File: config.mk
export PLATFORM = sky130hd
export DESIGN_NAME = soc_gpio
export DESIGN_NICKNAME = d
export VERILOG_FILES = /design/src/rtl/soc_gpio.sv
export SDC_FILE = /design/constraint.sdc
export NUM_CORES = 1
export LEC_CHECK = 0
export ABC_CLOCK_PERIOD_IN_PS = 4600
export BUFFER_PORTS_ARGS = -buffer_cell sky130_fd_sc_hd__buf_2
export CAP_MARGIN = 25
export CORE_UTILIZATION = 60
export CTS_BUF_LIST = sky130_fd_sc_hd__clkbuf_4 sky130_fd_sc_hd__clkbuf_8
export CTS_CLUSTER_DIAMETER = 80
export DETAILED_ROUTE_END_ITERATION = 8
export PLACE_DENSITY = 0.88
export SYNTH_ARGS = -nofsm -noshare
export SYNTH_HDL_FRONTEND = slang
export SYNTH_SLANG_ARGS = --single-unit
File: constraint.sdc
create_clock -name clk -period 4.6 [get_ports clk]
set_input_delay 1.15 -clock clk [delete_from_list [all_inputs] [get_ports clk]]
set_output_delay 1.15 -clock clk [all_outputs]
set_load 0.1 [all_outputs]
File: src/rtl/soc_gpio.sv
// soc_gpio: memory-mapped GPIO with set/clear/toggle aliases,
// synchronised inputs and per-bit rising-edge interrupts.
module soc_gpio #(
  parameter int NUM_PORTS = 2,
  parameter int PORT_WIDTH = 8,
  parameter logic [PORT_WIDTH-1:0] OUT_RESET = '0
) (
  input  logic                            clk,
  input  logic                            reset,
  input  logic                            sel,
  input  logic [7:0]                      addr,
  input  logic [31:0]                     wdata,
  input  logic [3:0]                      wmask,
  input  logic                            rstrb,
  output logic [31:0]                     rdata,
  input  logic [NUM_PORTS*PORT_WIDTH-1:0] gpio_in,
  output logic [NUM_PORTS*PORT_WIDTH-1:0] gpio_out,
  output logic                            irq
);

  localparam int W = NUM_PORTS * PORT_WIDTH;
  localparam int PW = PORT_WIDTH;

  typedef enum logic [2:0] {
    R_OUT, R_SET, R_CLR, R_TGL,
    R_IN, R_EN, R_STAT, R_RSV
  } reg_e;

  logic [W-1:0]  r_out, r_en, r_stat;
  logic [W-1:0]  r_s1, r_s2, r_d;
  logic [31:0]   r_rdata;

  logic [4:0]    w_port;
  reg_e          w_reg;
  logic          w_wr, w_rd;
  logic [PW-1:0] w_bmask, w_data, w_rval;
  logic [W-1:0]  w_edge;
  logic [W-1:0]  w_out_nxt, w_en_nxt, w_stat_nxt;
  logic          w_unused;

  assign w_port = addr[7:3];
  assign w_reg = reg_e'(addr[2:0]);
  assign w_wr = sel & (|wmask);
  assign w_rd = sel & rstrb;
  assign w_edge = r_s2 & ~r_d;
  assign w_unused = ^wdata;

  always_comb begin
    w_bmask = '0;
    for (int i = 0; i < PW; i++)
      w_bmask[i] = wmask[i>>3];
  end

  assign w_data = wdata[PW-1:0] & w_bmask;

  // Out-of-range port indices match no port: read 0, writes dropped.
  always_comb begin
    w_out_nxt = r_out;
    w_en_nxt = r_en;
    w_stat_nxt = r_stat | (w_edge & r_en);
    w_rval = '0;
    for (int p = 0; p < NUM_PORTS; p++) begin
      if (w_port == 5'(p)) begin
        case (w_reg)
          R_OUT, R_SET,
          R_CLR, R_TGL: w_rval = r_out[p*PW +: PW];
          R_IN:         w_rval = r_s2[p*PW +: PW];
          R_EN:         w_rval = r_en[p*PW +: PW];
          R_STAT:       w_rval = r_stat[p*PW +: PW];
          default:      w_rval = '0;
        endcase
        if (w_wr) begin
          case (w_reg)
            R_OUT: w_out_nxt[p*PW +: PW] =
              (r_out[p*PW +: PW] & ~w_bmask) | w_data;
            R_SET: w_out_nxt[p*PW +: PW] =
              r_out[p*PW +: PW] | w_data;
            R_CLR: w_out_nxt[p*PW +: PW] =
              r_out[p*PW +: PW] & ~w_data;
            R_TGL: w_out_nxt[p*PW +: PW] =
              r_out[p*PW +: PW] ^ w_data;
            R_EN: w_en_nxt[p*PW +: PW] =
              (r_en[p*PW +: PW] & ~w_bmask) | w_data;
            // A new edge in the same cycle beats the W1C.
            R_STAT: w_stat_nxt[p*PW +: PW] =
              (r_stat[p*PW +: PW] & ~w_data)
              | (w_edge[p*PW +: PW] & r_en[p*PW +: PW]);
            default: ;
          endcase
        end
      end
    end
  end

  always_ff @(posedge clk) begin
    if (reset) begin
      r_out <= {NUM_PORTS{OUT_RESET}};
      r_en <= '0;
      r_stat <= '0;
      r_s1 <= '0;
      r_s2 <= '0;
      r_d <= '0;
      r_rdata <= '0;
    end else begin
      r_s1 <= gpio_in;
      r_s2 <= r_s1;
      r_d <= r_s2;
      r_out <= w_out_nxt;
      r_en <= w_en_nxt;
      r_stat <= w_stat_nxt;
      if (w_rd)
        r_rdata <= 32'(w_rval);
    end
  end

  assign gpio_out = r_out;
  assign rdata = r_rdata;
  assign irq = |(r_stat & r_en);

endmodule

==> impl_metrics.json, run 1 <==
{
  "clock-sinks": 104,
  "cts-resized-gates": 0,
  "start_util_pct": 62.3,
  "die_h_um": 91.8,
  "clock-root-buffer": "clkbuf_8",
  "finish.instance_area_um2": 5310,
  "drt_iter0_markers": 397,
  "async_flop_share_pct": 0,
  "grt_pass1_vias": 3930,
  "worst_pin_slew_ns": 1.07,
  "wirelength_um": 11900,
  "fin_crit_sh_pct": 65.9,
  "fin_total_pwr_w": 0.00176,
  "num_rows": 32,
  "ys_seq_area_share_pct": 43.0,
  "syn_avg_cell_area_um2": 9.56,
  "cts_tree": "built",
  "grt_pass1_wl_um": 19300,
  "clkPwrFrac_pct": 34.6,
  "cts_buffers": 9,
  "start_kind": "input port",
  "antenna_found_initial": 0,
  "placed_cell_area_um2": 5090,
  "vias": 4119,
  "critPathKind": "input port to flop",
  "setup_tns_ns": 0,
  "gp_congestion": 0.859,
  "p_sw_share_pct": 29.9,
  "nets": 632,
  "dp.final_hpwl_um": 7880,
  "ys.warnings.count": 0,
  "p_seq_share_pct": 52.5,
  "max_freq_mhz": 330,
  "power.switching_w": 0.000527,
  "ctsHoldBuffers": 0,
  "io_pins": 113,
  "synth.distinct_cells": 42,
  "post-cts-setup-buffer-count": 0,
  "insertion_delay_ns": 0.37,
  "slew_violations": 0,
  "die_x_um": 91.8,
  "die_area_um2": 8430,
  "finalHoldViolCount": 0,
  "drc": 0,
  "clockBufferDepth": 2,
  "leakagePower_nw": 2.12,
  "clk_pin_slew_worst_paths_ns": 0.11,
  "drive_gt1_share_pct": 19.4,
  "maxCapViolCount": 0,
  "synth_edf_count": 0,
  "htree_levels": 3,
  "netlist_area_um2": 4840,
  "synthFlopType": "dfxtp_1",
  "synth-seq-cells": 104,
  "setup_viol": 0,
  "p_per_area_nw_per_um2": 332,
  "diodes": 0,
  "p_comb_share_pct": 12.9,
  "via_per_inst": 6.25,
  "fin_skew_ns": 0.0113,
  "irDropWorstVdd_mv": 0.216,
  "status": "complete, no violations",
  "p_int_w": 0.00123,
  "crit_path_max_fanout": 37,
  "worstPathArrival_ns": 3.26,
  "overflow": 0,
  "grt_max_degree": 89,
  "syn_inst": 506,
  "firstDrtPassIters": 8,
  "max_slew_margin_pct": 28.3,
  "area_delta_synth_final_pct": 9.72,
  "grt_setup_unrepaired": "no",
  "routedWlPerCell_um": 18.1,
  "groute.usage.overall_pct": 29.3,
  "end_kind": "flop",
  "portBuffers": 64,
  "detail-route-antenna-nets": 0,
  "hold_class": "flop to flop",
  "core_area_um2": 7770,
  "finalCriticalPeriod_ns": 3.03,
  "required_ns": 4.83
}
-- Yosys cell counts (16+ instances only) --
library cell | n | area (um2)
buf_4 | 24 | 180
nand2_1 | 19 | 71.3
clkbuf_1 | 24 | 90.1
o211ai_1 | 17 | 128
a21oi_1 | 31 | 155
mux2i_1 | 17 | 170
o21ai_0 | 26 | 130
nand2b_1 | 17 | 106
nor2b_1 | 49 | 307
nor2_1 | 18 | 67.6
nand3b_1 | 16 | 120
dfxtp_1 | 104 | 2080
ha_1 | 16 | 200
-- worst paths after layout --
| check | end | cells past startpoint | startpoint | slack [ns] |
|---|---|---|---|---|
| worst min register to register | r_s2[7]$_SDFF_PP0_ | 1 | r_s1[7]$_SDFF_PP0_ | 0.44 |
| worst max register to register | rdata[5]$_SDFFE_PP0P_ | 3 | flop | 3.20 |
| worst max-delay path | r_stat[12]$_SDFF_PP0_ | 5 | addr[0] | 1.57 |
| worst min-delay path | r_s2[7]$_SDFF_PP0_ | 1 | r_s1[7]$_SDFF_PP0_ | 0.44 |
-- cell type report --
cell class / count / area [um2]
clock buffers: 9 / 124
flip-flops and latches: 104 / 2080
fillers: 620 / 2460
well taps: 102 / 128
clock inverters: 7 / 88.8
multi-input cells: 356 / 2490
inverters: 12 / 45.0
repair buffers: 69 / 355
-- metrics by stage --
step                      worst slack [ns]  util (%)  hold WS [ns]  instances
after floorplan                       1.80         -         0.414        529
after global placement                1.35      65.5         0.416        641
after detailed placement              1.27      65.6         0.420        642
after CTS                             1.63      68.3         0.445        658
after global routing                  1.38      68.4         0.458        659
final                                 1.57      68.4         0.440        659
-- logic make-up after synthesis --
group                      share of synthesized area, %
adders and majority gates                          4.14
and+or+nand+nor                                    17.2
other                                            0.0775
buffers and inverters                              7.37
DFF                                                43.0
muxes                                              7.01
AOI/OAI and AO/OA                                  21.1
-- layout by cell type (no fill, tap or decap), types with 16 or more instances in the layout --
master	Yosys	routed
nor2b_1	49	49
dfxtp_1	104	104
nand2_1	19	19
o211ai_1	17	17
nand3b_1	16	16
buf_2	6	65
mux2i_1	17	17
conb_1	1	24
nor2_1	18	18
o21ai_0	26	26
a21oi_1	31	31
nand2b_1	17	17
ha_1	16	16
-- power groups by stage --
| stage | Sequential (W) | Clock, W | Combinational (W) |
|---|---|---|---|
| after floorplan | 0.000948 | 0 | 0.000191 |
| after global placement | 0.000944 | 0 | 0.000216 |
| after detailed placement | 0.000945 | 0 | 0.000222 |
| after CTS | 0.000925 | 0.000613 | 0.000224 |
| after global routing | 0.000927 | 0.000653 | 0.000239 |
| final | 0.000925 | 0.000610 | 0.000227 |
-- layer usage --
metal / vias to the layer above / share of wire (%) / global-route usage, % / routed length (um)
li1: 1925 / - / - / -
met1: 1952 / 43 / 37.0 / 5080
met2: 206 / 47 / 48.2 / 5650
met3: 36 / 8.2 / 6.80 / 979
met4: 0 / 1.9 / 12.0 / 227
met5: - / 0 / 0 / 0
-- critical path, cell delays in order --
cell     delay, ns
buf_2         0.35
and3b_1       0.70
nand4_1       0.51
o21ai_0       0.39
a21oi_1       0.12
(Power assumes the default switching activity.)
==> run 2, diff against run 1 <==
- ABC_CLOCK_PERIOD_IN_PS: 4600 -> 2950
- CORE_UTILIZATION: 60 -> 56
- PLACE_DENSITY: 0.88 -> 0.83
- clock period: 4.6 -> 2.95 ns (I/O delays scaled with it)
==> impl_metrics.json, run 2 (synthesis gave the netlist of run 1 again) <==
{
  "die_x_um": 95.0,
  "fillers": 696,
  "cts-resized-gates": 0,
  "nets": 642,
  "hold_class": "flop to flop",
  "clock-root-buffer": "clkbuf_8",
  "worst_pin_slew_ns": 0.824,
  "fin_total_pwr_w": 0.00264,
  "insertion_delay_ns": 0.36,
  "crit_path_max_fanout": 3,
  "worstPathArrival_ns": 1.90,
  "core_area_um2": 8300,
  "grt_pass1_wl_um": 17600,
  "grt_pass1_vias": 3576,
  "final_common_cell": "dfxtp_1",
  "slowest_delay_ns": 0.39,
  "vias": 4085,
  "required_ns": 2.21,
  "drc": 0,
  "via_per_inst": 6.08,
  "clk_pin_slew_worst_paths_ns": 0.10,
  "fin_skew_ns": 0.0114,
  "leakagePower_nw": 2.16,
  "max_slew_margin_pct": 45.1,
  "groute.usage.overall_pct": 25.3,
  "cts_tree": "built",
  "grt_setup_unrepaired": "no",
  "status": "complete, no violations",
  "finalCriticalPeriod_ns": 2.63,
  "slew_violations": 0,
  "timing.hold.ws_ns": 0.438,
  "area_delta_synth_final_pct": 10.8,
  "irDropWorstVdd_mv": 0.380,
  "firstDrtPassIters": 5,
  "overflow": 0,
  "grt_max_degree": 89,
  "finish.instance_area_um2": 5360,
  "portBuffers": 64,
  "drive_gt1_share_pct": 20.8,
  "die_h_um": 95.0,
  "cts_buffers": 9,
  "htree_levels": 3,
  "clockBufferDepth": 2,
  "setup_tns_ns": 0,
  "critPathKind": "flop to output pin",
  "diodes": 0,
  "path_cells": "a22o_1 > a221oi_1 > nand4_1 > buf_2",
  "io_pins": 113,
  "finalHoldViolCount": 0,
  "post-cts-setup-buffer-count": 0,
  "clock-sinks": 104,
  "p_per_area_nw_per_um2": 492,
  "ctsHoldBuffers": 0,
  "r2r_setup_slack_ns": 1.60,
  "num_rows": 33,
  "drt_iter0_markers": 379,
  "max_freq_mhz": 380,
  "antenna_found_initial": 0,
  "routedWlPerCell_um": 16.6,
  "setup_viol": 0,
  "maxCapViolCount": 0,
  "start_kind": "flop",
  "end_kind": "output pin",
  "die_area_um2": 9020,
  "dp.final_hpwl_um": 7760,
  "crit_slowest_cell": "a221oi_1",
  "fin_crit_sh_pct": 89.2,
  "wirelength_um": 11200,
  "start_util_pct": 58.3,
  "placed_cell_area_um2": 5180,
  "gp_congestion": 0.894,
  "final_cell_mix": "104 x dfxtp_1, 64 x buf_2, 49 x nor2b_1",
  "detail-route-antenna-nets": 0
}
[run 2: report_power, final]
part / total (W) / switching, W / internal [W]
logic: 0.000357 / 0.000270 / 0.0000871
registers: 0.00144 / 0.0000113 / 0.00143
clock network: 0.000840 / 0.000493 / 0.000346
total: 0.00264 / 0.000775 / 0.00186
[run 2: area by class of cell]
class                   instances  area, um2  area share (%)
well taps                     105        131            2.45
inverters                      12       45.0           0.840
clock inverters                 5       38.8           0.723
clock buffers                  11        145            2.71
repair buffers                 79        433            8.07
multi-input cells             356       2490            46.4
flip-flops and latches        104       2080            38.8
[run 2: path summary, 6_finish.rpt]
path | cells after the start | from | to
min | 1 | r_s1[8]$_SDFF_PP0_ | r_s2[8]$_SDFF_PP0_
max reg2reg | 4 | gpio_out[4]$_SDFFE_PP0P_ | gpio_out[4]$_SDFFE_PP0P_
max | 4 | r_stat[5]$_SDFF_PP0_ | irq
min reg2reg | 1 | r_s1[8]$_SDFF_PP0_ | r_s2[8]$_SDFF_PP0_
[run 2: through the flow]
step	instances	utilization (%)	setup slack [ns]
final	672	64.6	0.317
after global routing	672	64.6	0.283
after CTS	672	64.6	0.387
after detailed placement	656	62.4	0.275
after global placement	656	62.4	0.351
after floorplan	529	-	0.561
[run 2: worst max-delay path: cells and delay by family (launching register included)]
family / cells / cell delay (ns)
AND/OR/NAND/NOR: 1 / 0.23
flip-flops: 1 / 0.33
buffers and inverters: 1 / 0.35
AO/OA/AOI/OAI: 2 / 0.62
[run 2: layer usage]
metal	vias to the layer above	share of wire [%]	GRT usage, %
li1	1935	-	-
met1	1930	45	34.5
met2	206	47	40.3
met3	14	6.6	4.99
met4	0	1.5	7.45
met5	-	0	0
